File: src/rtl/seg7_pkg.sv
// Shared types and constants for the 4-digit multiplexed 7-segment scanner.
package seg7_pkg;

    // Slot phases: anodes off for the dead-time, then one digit lit.
    typedef enum logic [0:0] {
        BLANK = 1'b0,
        SHOW  = 1'b1
    } state_t;

    // All segments / all anodes off (both are active-low on the board).
    localparam logic [6:0] SEG_OFF = 7'h7F;
    localparam logic [3:0] AN_OFF  = 4'hF;

    // Active-low {g,f,e,d,c,b,a} glyphs for 0-F; b and d are lowercase.
    localparam logic [6:0] SEG_LUT [16] = '{
        7'h40, 7'h79, 7'h24, 7'h30,
        7'h19, 7'h12, 7'h02, 7'h78,
        7'h00, 7'h10, 7'h08, 7'h03,
        7'h46, 7'h21, 7'h06, 7'h0E
    };

endpackage

File: src/rtl/seg7_scan_ctrl_if.sv
// Host-side write/config bus of the 7-segment scanner.
interface seg7_scan_ctrl_if;
    logic [15:0] data_in;
    logic [3:0]  dp_in;
    logic        lz_en;
    logic [2:0]  rate_sel;
    logic        load;
    logic        ready;

    // Register/button logic side.
    modport master (
        output data_in, dp_in, lz_en, rate_sel, load,
        input  ready
    );

    // Scanner side.
    modport slave (
        input  data_in, dp_in, lz_en, rate_sel, load,
        output ready
    );
endinterface

File: src/rtl/hex_to_seg7.sv
// Combinational hex nibble to active-low 7-segment glyph decoder.
module hex_to_seg7
    import seg7_pkg::*;
(
    input  logic [3:0] nibble,
    output logic [6:0] seg
);
    assign seg = SEG_LUT[nibble];
endmodule

File: src/rtl/seg7_scan_ctrl.sv
// 4-digit multiplexed 7-segment scanner with per-slot blanking dead-time,
// leading-zero suppression and a frame-aligned double-buffered word.
module seg7_scan_ctrl
    import seg7_pkg::*;
#(
    parameter int SYS_FREQ     = 100000000,
    parameter int SCAN_HZ      = 1000,
    parameter int BLANK_CYCLES = 1000
) (
    input  logic                 clk,
    input  logic                 rst,
    seg7_scan_ctrl_if.slave      host,
    output logic [3:0]           an,
    output logic [6:0]           seg,
    output logic                 dp,
    output logic                 frame_done
);
    localparam int BASE_SLOT = SYS_FREQ / SCAN_HZ;
    localparam int MAX_LEN   = (BASE_SLOT > BLANK_CYCLES + 1) ? BASE_SLOT : BLANK_CYCLES + 1;
    localparam int CW        = $clog2(MAX_LEN + 1);

    state_t          state_reg;
    logic [CW-1:0]   cnt_reg;
    logic [CW-1:0]   slot_last_reg;
    logic [CW-1:0]   slot_last_next;
    logic [1:0]      idx_reg;
    logic [15:0]     word_reg;
    logic [3:0]      dp_act_reg;
    logic [15:0]     pend_word_reg;
    logic [3:0]      pend_dp_reg;
    logic            pend_full_reg;
    logic [31:0]     len_shifted;
    logic [31:0]     len_clamped;
    logic            show_last;
    logic            frame_end;
    logic            load_acc;
    logic [3:0]      nib [4];
    logic [3:0]      zero_above;
    logic [6:0]      dec_seg;

    // Slot length for the slot that is starting, clamped so SHOW is never empty.
    always_comb begin
        len_shifted    = 32'(BASE_SLOT) >> host.rate_sel;
        len_clamped    = (len_shifted > 32'(BLANK_CYCLES)) ? len_shifted : 32'(BLANK_CYCLES + 1);
        slot_last_next = CW'(len_clamped - 32'd1);
    end

    assign show_last  = (state_reg == SHOW) && (cnt_reg == slot_last_reg);
    assign frame_end  = show_last && (idx_reg == 2'd3);
    assign load_acc   = host.load && !pend_full_reg;
    assign host.ready = ~pend_full_reg;

    // Per-digit nibble slices and "this digit and everything left of it is zero".
    assign zero_above[0] = 1'b0;
    generate
        for (genvar gi = 0; gi < 4; gi++) begin : g_nib
            assign nib[gi] = word_reg[4*gi +: 4];
        end
        for (genvar gi = 1; gi < 4; gi++) begin : g_lz
            assign zero_above[gi] = ~|word_reg[15:4*gi];
        end
    endgenerate

    hex_to_seg7 u_dec (
        .nibble (nib[idx_reg]),
        .seg    (dec_seg)
    );

    // Slot sequencer: blank dead-time, then show; rate_sel latched on the first blank cycle.
    always_ff @(posedge clk) begin
        if (rst) begin
            state_reg     <= BLANK;
            cnt_reg       <= '0;
            idx_reg       <= 2'd0;
            slot_last_reg <= CW'(MAX_LEN - 1);
        end else begin
            case (state_reg)
                BLANK: begin
                    if (cnt_reg == '0)
                        slot_last_reg <= slot_last_next;
                    if (cnt_reg == CW'(BLANK_CYCLES - 1))
                        state_reg <= SHOW;
                    cnt_reg <= cnt_reg + CW'(1);
                end
                default: begin
                    if (show_last) begin
                        state_reg <= BLANK;
                        cnt_reg   <= '0;
                        idx_reg   <= idx_reg + 2'd1;
                    end else begin
                        cnt_reg <= cnt_reg + CW'(1);
                    end
                end
            endcase
        end
    end

    // Pending buffer and frame-boundary transfer into the displayed word.
    always_ff @(posedge clk) begin
        if (rst) begin
            word_reg      <= '0;
            dp_act_reg    <= '0;
            pend_word_reg <= '0;
            pend_dp_reg   <= '0;
            pend_full_reg <= 1'b0;
        end else begin
            if (frame_end && pend_full_reg) begin
                word_reg   <= pend_word_reg;
                dp_act_reg <= pend_dp_reg;
            end
            if (load_acc) begin
                pend_word_reg <= host.data_in;
                pend_dp_reg   <= host.dp_in;
                pend_full_reg <= 1'b1;
            end else if (frame_end) begin
                pend_full_reg <= 1'b0;
            end
        end
    end

    // Registered pin drive; anode and segments always move on the same edge.
    always_ff @(posedge clk) begin
        if (rst) begin
            an         <= AN_OFF;
            seg        <= SEG_OFF;
            dp         <= 1'b1;
            frame_done <= 1'b0;
        end else begin
            if (state_reg == SHOW) begin
                an  <= ~(4'b0001 << idx_reg);
                seg <= (host.lz_en && zero_above[idx_reg]) ? SEG_OFF : dec_seg;
                dp  <= ~dp_act_reg[idx_reg];
            end else begin
                an  <= AN_OFF;
                seg <= SEG_OFF;
                dp  <= 1'b1;
            end
            frame_done <= frame_end;
        end
    end

endmodule
File: src/flat_wrapper.sv
// flat-port wrapper written by rule: the top's interface ports become plain ports
module seg7_scan_ctrl_flat import seg7_pkg::*;
#(
    parameter int SYS_FREQ     = 100000000,
    parameter int SCAN_HZ      = 1000,
    parameter int BLANK_CYCLES = 1000
)
  (clk, rst, an, seg, dp, frame_done, host_data_in, host_dp_in, host_lz_en, host_rate_sel, host_load, host_ready);
  seg7_scan_ctrl_if host_i ();
  input  logic clk;
  input  logic rst;
  output logic [3:0] an;
  output logic [6:0] seg;
  output logic dp;
  output logic frame_done;
  input wire logic [$bits(host_i.data_in)-1:0] host_data_in;
  input wire logic [$bits(host_i.dp_in)-1:0] host_dp_in;
  input wire logic [$bits(host_i.lz_en)-1:0] host_lz_en;
  input wire logic [$bits(host_i.rate_sel)-1:0] host_rate_sel;
  input wire logic [$bits(host_i.load)-1:0] host_load;
  output wire logic [$bits(host_i.ready)-1:0] host_ready;
  assign host_i.data_in = host_data_in;
  assign host_i.dp_in = host_dp_in;
  assign host_i.lz_en = host_lz_en;
  assign host_i.rate_sel = host_rate_sel;
  assign host_i.load = host_load;
  assign host_ready = host_i.ready;
  seg7_scan_ctrl #(.SYS_FREQ(SYS_FREQ), .SCAN_HZ(SCAN_HZ), .BLANK_CYCLES(BLANK_CYCLES)) u_core (.clk(clk), .rst(rst), .host(host_i), .an(an), .seg(seg), .dp(dp), .frame_done(frame_done));
endmodule
File: config.mk
export PLATFORM = sky130hd
export DESIGN_NAME = seg7_scan_ctrl_flat
export DESIGN_NICKNAME = d
export VERILOG_FILES = /design/src/rtl/seg7_pkg.sv /design/src/rtl/seg7_scan_ctrl_if.sv /design/src/rtl/hex_to_seg7.sv /design/src/rtl/seg7_scan_ctrl.sv /design/src/flat_wrapper.sv
export SDC_FILE = /design/constraint.sdc
export NUM_CORES = 1
export LEC_CHECK = 0
export ABC_CLOCK_PERIOD_IN_PS = 9800
export CAP_MARGIN = 20
export CORE_AREA = 2 2 133 135
export CTS_CLUSTER_DIAMETER = 30
export DETAILED_ROUTE_END_ITERATION = 8
export DIE_AREA = 0 0 135 137
export HOLD_SLACK_MARGIN = 0.12
export PLACE_DENSITY = 0.51
export SYNTH_ARGS = -nofsm -noshare
export SYNTH_HDL_FRONTEND = slang
export SYNTH_SLANG_ARGS = --single-unit
File: constraint.sdc
create_clock -name clk -period 9.8 [get_ports clk]
set_clock_uncertainty 0.15 [all_clocks]
set_input_delay 0.98 -clock clk [delete_from_list [all_inputs] [get_ports clk]]
set_output_delay 0.98 -clock clk [all_outputs]
set_load 0.03 [all_outputs]
==> flow_metrics.tcl, run 1 <==
set metrics [dict create \
    status "finished, final reports clean" \
    ys_seq_area_frac 0.4042 \
    synthFlopType "dfxtp_1" \
    routed_via_density 4.692 \
    syn2layout_area_growth_pct 20.07 \
    p_int_w 0.0006272 \
    hold_ws_ns 0.3050 \
    wl_per_cell_microns 13.85 \
    ctsResizeCount 0 \
    rows 48 \
    io_pins 41 \
    swShare 0.2616 \
    fin_util 0.3173 \
    avgSynthCellArea_sq_um 8.552 \
    antenna_cells 0 \
    clkSinkCount 91 \
    power_density_nw_per_um2 157.0 \
    fmax_ghz 0.2198 \
    fp.dieH_microns 137 \
    cp.arrival_ns 4.64 \
    io_buffers 40 \
    initial_core_util 0.2642 \
    drc 0 \
    dpl.hpwl_microns 8189 \
    path_clk_slew_ns 0.07 \
    synth_edf_count 0 \
    drt_iter0_drc 189 \
    dr.pass1.iters 4 \
    ctsRootBufferMaster "clkbuf_16" \
    pwr-share-clk 0.422 \
    clk_latency_ns 0.35 \
    finalSetupTns_ns 0 \
    die_area_sq_um 18500 \
    dieWidth_microns 135 \
    clk_path_buf_depth 2 \
    ant_nets 0 \
    worst_slew_pin_slew_ns 0.9034 \
    yosysUniqueCellTypes 49 \
    hold_path_class "flop to flop" \
    seq_power_share 0.467 \
    grtUsageTotal 0.1225 \
    slew_headroom 0.3936 \
    cts_tree "done" \
    maxCapViolCount 0 \
    via_count 3688 \
    finalSetupViolCount 0 \
    ys_warn_count 0 \
    postCtsHoldBufs 0 \
    finalCritPeriodShare 0.4643 \
    grt_pass1_vias 3756 \
    fin_nets 605 \
    yosysMostFrequentCell "nand2_1" \
    fillers 1797 \
    ys_async_sr_fraction 0 \
    netlist_area_sq_um 4507 \
    rsz0062_at_grt "no" \
    peakVddDrop_uv 87.21 \
    grt_pass1_wl_microns 18110 \
    syn_inst 527 \
    post-cts-setup-buffer-count 0 \
    synth-seq-cells 91 \
    totalWireLength_microns 10890 \
    p_comb_frac 0.111 \
    finalPower_w 0.0008494 \
    synth.net_count 576 \
    yosysTopAreaCell "dfxtp_1" \
    p_leak_nw 2.087 \
    drive_gt1_frac 0.05704 \
    power.switching_w 0.0002222 \
    crit_path_end_kind "flop" \
    finalMaxSlewViolations 0 \
    place_congestion 0.9107 \
    synth_common_cells "nand2_1 (107), dfxtp_1 (91), nor2_1 (40), a21oi_1 (34), xor2_1 (26)" \
    worst-path-max-fanout 12 \
    cts_buffers 9 \
    antenna_found_initial 0 \
    grt-ovfl-total 0 \
    min_period_ns 4.550 \
    synth.top_cell.area_share 0.4042 \
    synth.area.top_cells "dfxtp_1 (40%), nand2_1 (8.9%), ha_1 (6.1%)" \
    crit_type "input pin to flop" \
    startpoint_type "input pin" \
    final-hold-violation-count 0 \
    worstPathRequired_ns 9.89 \
    coreArea_sq_um 17060 \
    grt_max_degree 43 \
    htreeDepth 3 \
]
[cell families (layout without fill, tap and decap cells)]
family,Yosys count,in the layout,synth area share
simple gates,229,229,0.2365
fa+ha+maj,22,22,0.06108
mux,29,29,0.07857
flops,91,91,0.4042
buf+inv,43,77,0.04164
xor+xnor,36,36,0.06996
compound gates,77,77,0.1080
[power by group through the flow]
| stage | Combinational [W] | Clock [W] | Sequential (W) |
|---|---|---|---|
| floorplan | 0.0000652 | 0 | 0.000401 |
| global placement | 0.0000920 | 0 | 0.000405 |
| detailed placement | 0.0000935 | 0 | 0.000405 |
| CTS | 0.0000940 | 0.000369 | 0.000397 |
| global route | 0.000105 | 0.000383 | 0.000399 |
| finish | 0.0000941 | 0.000359 | 0.000396 |
[cells in the final DEF, fill, tap and decap left out, types with 3 or more instances in the layout]
cell,n
nand2_1,107
dfxtp_1,91
nor2_1,40
clkdlybuf4s50_1,40
a21oi_1,34
xor2_1,26
mux2i_1,23
ha_1,22
nand3_1,18
inv_1,15
nor4_1,15
o21ai_0,14
xnor2_1,10
nor3_1,10
clkbuf_16,9
nand2b_1,7
buf_4,6
mux4_2,5
nand4_1,5
and3_1,5
o211ai_1,5
a211oi_1,5
or3_1,4
a311oi_1,4
o221ai_1,4
a211o_1,3
[path summary, 6_finish.rpt]
kind                            depth (start not counted)  slack (ns)                            startpoint                              endpoint
worst min register to register                          2        0.31  u_core.pend_word_reg[7]$_SDFFE_PP0P_       u_core.word_reg[7]$_SDFFE_PP0P_
worst min-delay path                                    2        0.31  u_core.pend_word_reg[7]$_SDFFE_PP0P_       u_core.word_reg[7]$_SDFFE_PP0P_
worst max register to register                          5        7.52        u_core.idx_reg[0]$_SDFFE_PP0P_              u_core.seg[1]$_SDFF_PP1_
worst max-delay path                                   13        5.25                      host_rate_sel[0]  u_core.slot_last_reg[8]$_SDFFE_PP0P_
[final cells by class]
cell class	count	area, sq um	area share
flip-flops and latches	91	1822	0.3366
repair buffers	46	445.4	0.08231
inverters	15	56.30	0.01040
well taps	225	281.5	0.05202
clock inverters	7	83.83	0.01549
multi-input cells	393	2497	0.4615
clock buffers	9	225.2	0.04162
[through the flow]
stage | std cells | setup slack (ns) | area, sq um
after floorplan | 527 | 6.057 | 4507
after global placement | 769 | 5.061 | 5095
after detailed placement | 769 | 4.943 | 5095
after CTS | 785 | 5.288 | 5404
after global routing | 786 | 4.988 | 5411
final | 786 | 5.250 | 5411
[critical path, cell delays in order]
cell	delay (ns)
clkdlybuf4s50_1	0.71
inv_1	0.18
ha_1	0.43
mux2_2	0.31
nor2_1	0.23
and2_0	0.33
or3_1	0.18
ha_1	0.21
nand4bb_1	0.18
or3_1	0.38
xnor2_1	0.15
nand2_1	0.08
a311oi_1	0.31
[routing by layer]
metal / wire (microns) / up-vias / GRT usage / share of wire
met5: 0 / - / 0 / 0
met2: 5287 / 70 / 0.2208 / 0.49
met1: 4867 / 1719 / 0.1403 / 0.45
met4: 315 / 0 / 0.04919 / 0.029
met3: 418 / 26 / 0.02778 / 0.038
li1: - / 1873 / - / -
Note: power is estimated with default switching activity, not from simulation.
==> run 2, diff against run 1 <==
ABC_CLOCK_PERIOD_IN_PS = 4700   (was 9800)
clock period = 4.7 ns   (was 9.8 ns; I/O delays follow)
==> run 2 against run 1 <==
Effect of this change: register-to-register slack worse by 5.5 ns; non-clock buffer count unchanged; critical path type unchanged; highest routed layer unchanged; wire length down 2.6%; die area unchanged; design area about the same; largest power group unchanged; hold slack about the same.
==> flow_metrics.tcl, run 2 (same netlist as run 1, synthesis figures left out) <==
set metrics [dict create \
    status "finished, final reports clean" \
    dr.pass1.iters 5 \
    maxCapViolCount 0 \
    grt-ovfl-total 0 \
    final-hold-violation-count 0 \
    htreeDepth 3 \
    fin_nets 605 \
    wl_per_cell_microns 13.48 \
    critPathMaxStageDelay_ns 0.63 \
    crit_path_end_kind "flop" \
    place_congestion 0.8973 \
    postCtsHoldBufs 0 \
    r2r-end "u_core.slot_last_reg[3]$_SDFFE_PP1P_" \
    power_density_nw_per_um2 322.8 \
    ctsRootBufferMaster "clkbuf_16" \
    p_leak_nw 2.084 \
    crit_type "input pin to flop" \
    cp.arrival_ns 4.08 \
    initial_core_util 0.2642 \
    grt_pass1_wl_microns 17560 \
    fmax_ghz 0.2508 \
    die_area_sq_um 18500 \
    startpoint "host_rate_sel[1]" \
    via_count 3646 \
    fp.dieH_microns 137 \
    crit_slowest_cell "clkdlybuf4s50_1" \
    cts_buffers 9 \
    dieWidth_microns 135 \
    hp-start "u_core.pend_word_reg[15]$_SDFFE_PP0P_" \
    dpl.hpwl_microns 7927 \
    layout_commonest_cell "nand2_1" \
    setup_slack_ns 0.7131 \
    p_int_w 0.001274 \
    io_pins 41 \
    grtUsageTotal 0.1194 \
    worst_slew_pin_slew_ns 1.042 \
    ant_nets 0 \
    min_period_ns 3.987 \
    startpoint_type "input pin" \
    routed_via_density 4.633 \
    grt_max_degree 39 \
    finalMaxSlewViolations 0 \
    clk_latency_ns 0.34 \
    io_buffers 40 \
    finalSetupViolCount 0 \
    slew_headroom 0.3029 \
    finalSetupTns_ns 0 \
    path_clk_slew_ns 0.07 \
    totalWireLength_microns 10610 \
    seq_power_share 0.473 \
    clkSinkCount 91 \
    drt_iter0_drc 204 \
    power.switching_w 0.0004709 \
    cts_tree "done" \
    pre_cts_ws_ns 0.3564 \
    drc 0 \
    endpoint "u_core.slot_last_reg[8]$_SDFFE_PP0P_" \
    clk_path_buf_depth 2 \
    rsz0062_at_grt "no" \
    swShare 0.2698 \
    p_comb_frac 0.111 \
    rows 48 \
    r2r_setup_slack_ns 2.00 \
    hold_path_class "flop to flop" \
    path_cells "clkdlybuf4s50_1 > inv_1 > ha_1 > mux2_2 > nor2_1 > and2_0 > or3_1 > ha_1 > nand4bb_1 > or3_1 > xnor2_1 > nand2_1 > a311oi_1" \
    rr_startpoint "u_core.cnt_reg[0]$_SDFF_PP0_" \
    syn2layout_area_growth_pct 19.96 \
    peakVddDrop_uv 164.2 \
    ctsResizeCount 0 \
    finalCritPeriodShare 0.8483 \
    worst-path-max-fanout 8 \
    worstPathRequired_ns 4.79 \
    mostFrequentLayoutCells "nand2_1 (107), dfxtp_1 (91), nor2_1 (40), clkdlybuf4s50_1 (40), a21oi_1 (34)" \
    grt_pass1_vias 3612 \
    post-cts-setup-buffer-count 0 \
    antenna_found_initial 1 \
    drive_gt1_frac 0.05704 \
    coreArea_sq_um 17060 \
    rr_worst_depth 7 \
    pwr-share-clk 0.416 \
]
## run 2: area by class of cell
class,instances,area [sq um]
fillers,1825,11650
well taps,225,281.5
flip-flops and latches,91,1822
repair buffers,46,445.4
inverters,15,56.30
clock buffers,10,239.0
multi-input cells,393,2497
clock inverters,6,62.56
diodes,1,2.502
## run 2: power by group through the flow
stage	clock, W	combinational [W]	sequential [W]
after floorplan	0	0.000136	0.000835
after global placement	0	0.000191	0.000844
after detailed placement	0	0.000193	0.000844
after CTS	0.000745	0.000194	0.000826
after global routing	0.000777	0.000216	0.000830
final	0.000726	0.000194	0.000826
## run 2: how the worst min path moves through the flow
| stage | end | slack [ns] | cells past startpoint |
|---|---|---|---|
| 6_report | u_core.word_reg[15]$_SDFFE_PP0P_ | 0.31 | 2 |
| 4_1_cts | u_core.word_reg[15]$_SDFFE_PP0P_ | 0.31 | 2 |
| 5_1_grt | u_core.word_reg[15]$_SDFFE_PP0P_ | 0.33 | 2 |
| 2_1_floorplan | u_core.dp_act_reg[2]$_SDFFE_PP0P_ | 0.28 | 2 |
| 3_3_place_gp | u_core.pend_dp_reg[0]$_SDFFE_PP0P_ | 0.30 | 2 |
| 3_5_place_dp | u_core.word_reg[15]$_SDFFE_PP0P_ | 0.30 | 2 |
## run 2: through the flow
| step | power (W) | util | instances | instance area, sq um | hold slack, ns |
|---|---|---|---|---|---|
| floorplan | 0.0009712 | - | 527 | 4507 | 0.2848 |
| global placement | 0.001035 | 0.2991 | 770 | 5102 | 0.2996 |
| detailed placement | 0.001037 | 0.2991 | 770 | 5102 | 0.2958 |
| CTS | 0.001765 | 0.3168 | 786 | 5404 | 0.3069 |
| global route | 0.001824 | 0.3168 | 786 | 5404 | 0.3265 |
| finish | 0.001745 | 0.3170 | 787 | 5406 | 0.3054 |
## run 2: layer usage
metal | global-route usage | part of all wire
met1 | 0.1459 | 0.45
met2 | 0.2028 | 0.48
met3 | 0.03296 | 0.053
met4 | 0.04051 | 0.018
met5 | 0 | 0
## run 2: worst max-delay path, delay by kind of cell
kind	cells	cell delay, ns
and+or+nand+nor	6	1.41
buffers and inverters	2	0.84
AOI/OAI and AO/OA	1	0.27
muxes	1	0.32
xor gates and xnor gates	1	0.16
adders and majority gates	2	0.62
==> edit (config.mk and constraints of run 1) <==
`SCAN_HZ` is set to 1000 in 2 places; all go to 2000.
--- a/src/rtl/seg7_scan_ctrl.sv
+++ b/src/rtl/seg7_scan_ctrl.sv
@@ -5,5 +5,5 @@
 #(
     parameter int SYS_FREQ     = 100000000,
-    parameter int SCAN_HZ      = 1000,
+    parameter int SCAN_HZ      = 2000,
     parameter int BLANK_CYCLES = 1000
 ) (
--- a/src/flat_wrapper.sv
+++ b/src/flat_wrapper.sv
@@ -3,5 +3,5 @@
 #(
     parameter int SYS_FREQ     = 100000000,
-    parameter int SCAN_HZ      = 1000,
+    parameter int SCAN_HZ      = 2000,
     parameter int BLANK_CYCLES = 1000
 )
Formal check against the unedited RTL: same outputs for any inputs over 10 cycles, from zero or initial values and one cycle with rst high; that may be too few to reach the edited logic, so the function may still have changed.
==> edit against run 1 <==
- sequential cell count fell by 2
- largest power group unchanged
- synthesized area is 0.31% higher
- maximum frequency decreased by 1.9%
- die area did not move
- design area decreased by 1.1%
- synthesized cell count is 3.8% lower
- routed wire length is 6.7% lower
- power down 5.8%
- register-to-register slack worse by 560 ps
- sequential share of layout area down 0.38 points
- worst setup slack got worse by 87 ps
==> edit: results <==
metrics = {
    "cts": {
        "cts_max_path_buffers": 2,
        "root_buffer": "clkbuf_16",
        "h-tree-depth": 3,
        "cts_buffers": 9,
        "cts_setup_buffers": 0,
        "clk_transition_reported_paths_ps": 60,
        "cts_resized": 0,
        "clk-insertion-delay-late_ps": 350,
    },
    "setup_path": {
        "r2r_slack_ps": 6960,
        "cp.arrival_ps": 4730,
        "reg2reg_depth": 5,
        "r2r_end": "u_core.slot_last_reg[5]",
        "path_max_fanout": 18,
        "reg2reg_from": "u_core.cnt_reg[3]",
    },
    "timing": {
        "worst_pin_slew_ps": 921.9,
    },
    "finish": {
        "final_cells": 762,
        "fin_nets": 579,
        "diodes": 0,
        "drive_gt1_share_pct": 6.518,
    },
    "placement": {
        "numPortBuffers": 40,
        "dpl.cell_count": 746,
        "place.gp.congestion": 0.8231,
        "hpwl_um": 7419,
    },
    "synthesis": {
        "yosysSeqAreaShare_pct": 39.41,
        "synthTopCellsByCount": "89 x dfxtp_1, 68 x nand2_1, 50 x nand2b_1",
        "syn_avg_cell_area_um2": 8.916,
        "yosysUniqueCellTypes": 55,
        "ys_top_cells_by_area": "dfxtp_1 39%, nand2b_1 6.9%, nand2_1 5.6%, ha_1 5.5%, mux2i_1 5.1%",
        "syn_nets": 554,
        "async_flop_share_pct": 0,
        "ys_warn_count": 0,
        "synth-main-ff-cell": "dfxtp_1",
    },
    "min_path": {
        "whs_endpoint": "u_core.pend_word_reg[14]",
        "holdPathStages": 2,
        "min_from": "u_core.pend_word_reg[14]",
        "hold_class": "register to register",
    },
    "drt": {
        "via_per_inst": 4.644,
        "detail_route.iter0.violations": 167,
        "wl_per_cell_um": 13.33,
        "first_pass_iters": 4,
    },
    "power": {
        "leakagePower_nw": 1.835,
        "peakVddDrop_uv": 88.46,
        "intPower_mw": 0.5921,
        "power_mw": 0.8001,
    },
    "grt": {
        "grt_start_max_net_pins": 86,
        "grt_pass1_vias": 3464,
        "antenna_found_initial": 0,
        "grt_first_pass_wirelength_um": 16680,
        "grt_util_all_layers_pct": 11.45,
    },
    "run_status": {
        "outcome": "complete, no violations",
    },
}
## edit: cell count changes in the layout (fill, tap and decap cells not counted), moves of 4 or more
cell	delta
or3_1	-4
xnor2_1	+14
xor2_1	-16
nand2b_1	+43
nor4_1	-10
nor2b_1	+4
o21ai_0	-7
nand2_1	-39
a21oi_1	-7
nand3_1	-8
## edit: layout make-up
type	count	area, um^2
clock buffer	11	232.7
clock inverter	5	41.29
fill	1790	11700
inverter	18	67.56
multi-input combinational	371	2530
sequential	89	1782
tap	225	281.5
timing repair buffer	43	417.9
## edit: layer usage
layer / share of wire [%] / global-route usage (%) / vias to the layer above / routed length [um]
met3: 3.8 / 3.444 / 19 / 382
met5: 0 / 0 / - / 0
met1: 43 / 12.83 / 1665 / 4345
met2: 51 / 20.53 / 72 / 5224
met4: 2.0 / 4.167 / 0 / 205
li1: - / - / 1783 / -
## edit: how the worst max path moves through the flow
stage	from	end	slack (ps)	depth (start not counted)
after floorplan	host_rate_sel[0]	u_core.slot_last_reg[14]	5870	12
after global placement	host_rate_sel[2]	u_core.slot_last_reg[14]	4860	11
after detailed placement	host_rate_sel[2]	u_core.slot_last_reg[14]	4820	11
after CTS	host_rate_sel[2]	u_core.slot_last_reg[14]	5190	11
after global routing	host_rate_sel[2]	u_core.slot_last_reg[12]	4950	11
final	host_rate_sel[2]	u_core.slot_last_reg[14]	5160	11
## edit: per-stage QoR
step           instance area, um^2  hold WS, ps  setup WS (ps)
3_5_place_dp                  5079        301.9           4819
4_1_cts                       5353        311.5           5195
2_1_floorplan                 4521        286.8           5865
3_3_place_gp                  5079        300.8           4863
6_report                      5353        305.2           5163
5_1_grt                       5353        327.6           4953
## edit: power groups by stage
stage,registers (mW),logic [mW],clock network (mW)
global placement,0.395,0.0924,0
finish,0.387,0.0926,0.321
CTS,0.387,0.0936,0.331
global route,0.389,0.104,0.346
floorplan,0.392,0.0684,0
detailed placement,0.395,0.0927,0
## edit: cells by family (layout without fill, tap and decap cells)
group           after synthesis  in the layout  synth area share (%)
fa+ha+maj                    20             20                 5.536
buf+inv                      47             77                 4.622
simple gates                217            217                 25.24
flops                        89             89                 39.41
compound gates               70             70                 10.27
xor+xnor                     34             34                 6.587
mux                          30             30                 8.331
## edit: critical path: stages
cell             delay (ps)
clkdlybuf4s50_1         810
inv_1                   270
ha_1                    310
or4_1                   600
a31oi_1                 240
ha_1                    190
inv_1                   100
nor4_4                  340
nand3_2                 140
or4_4                   510
a31o_1                  220
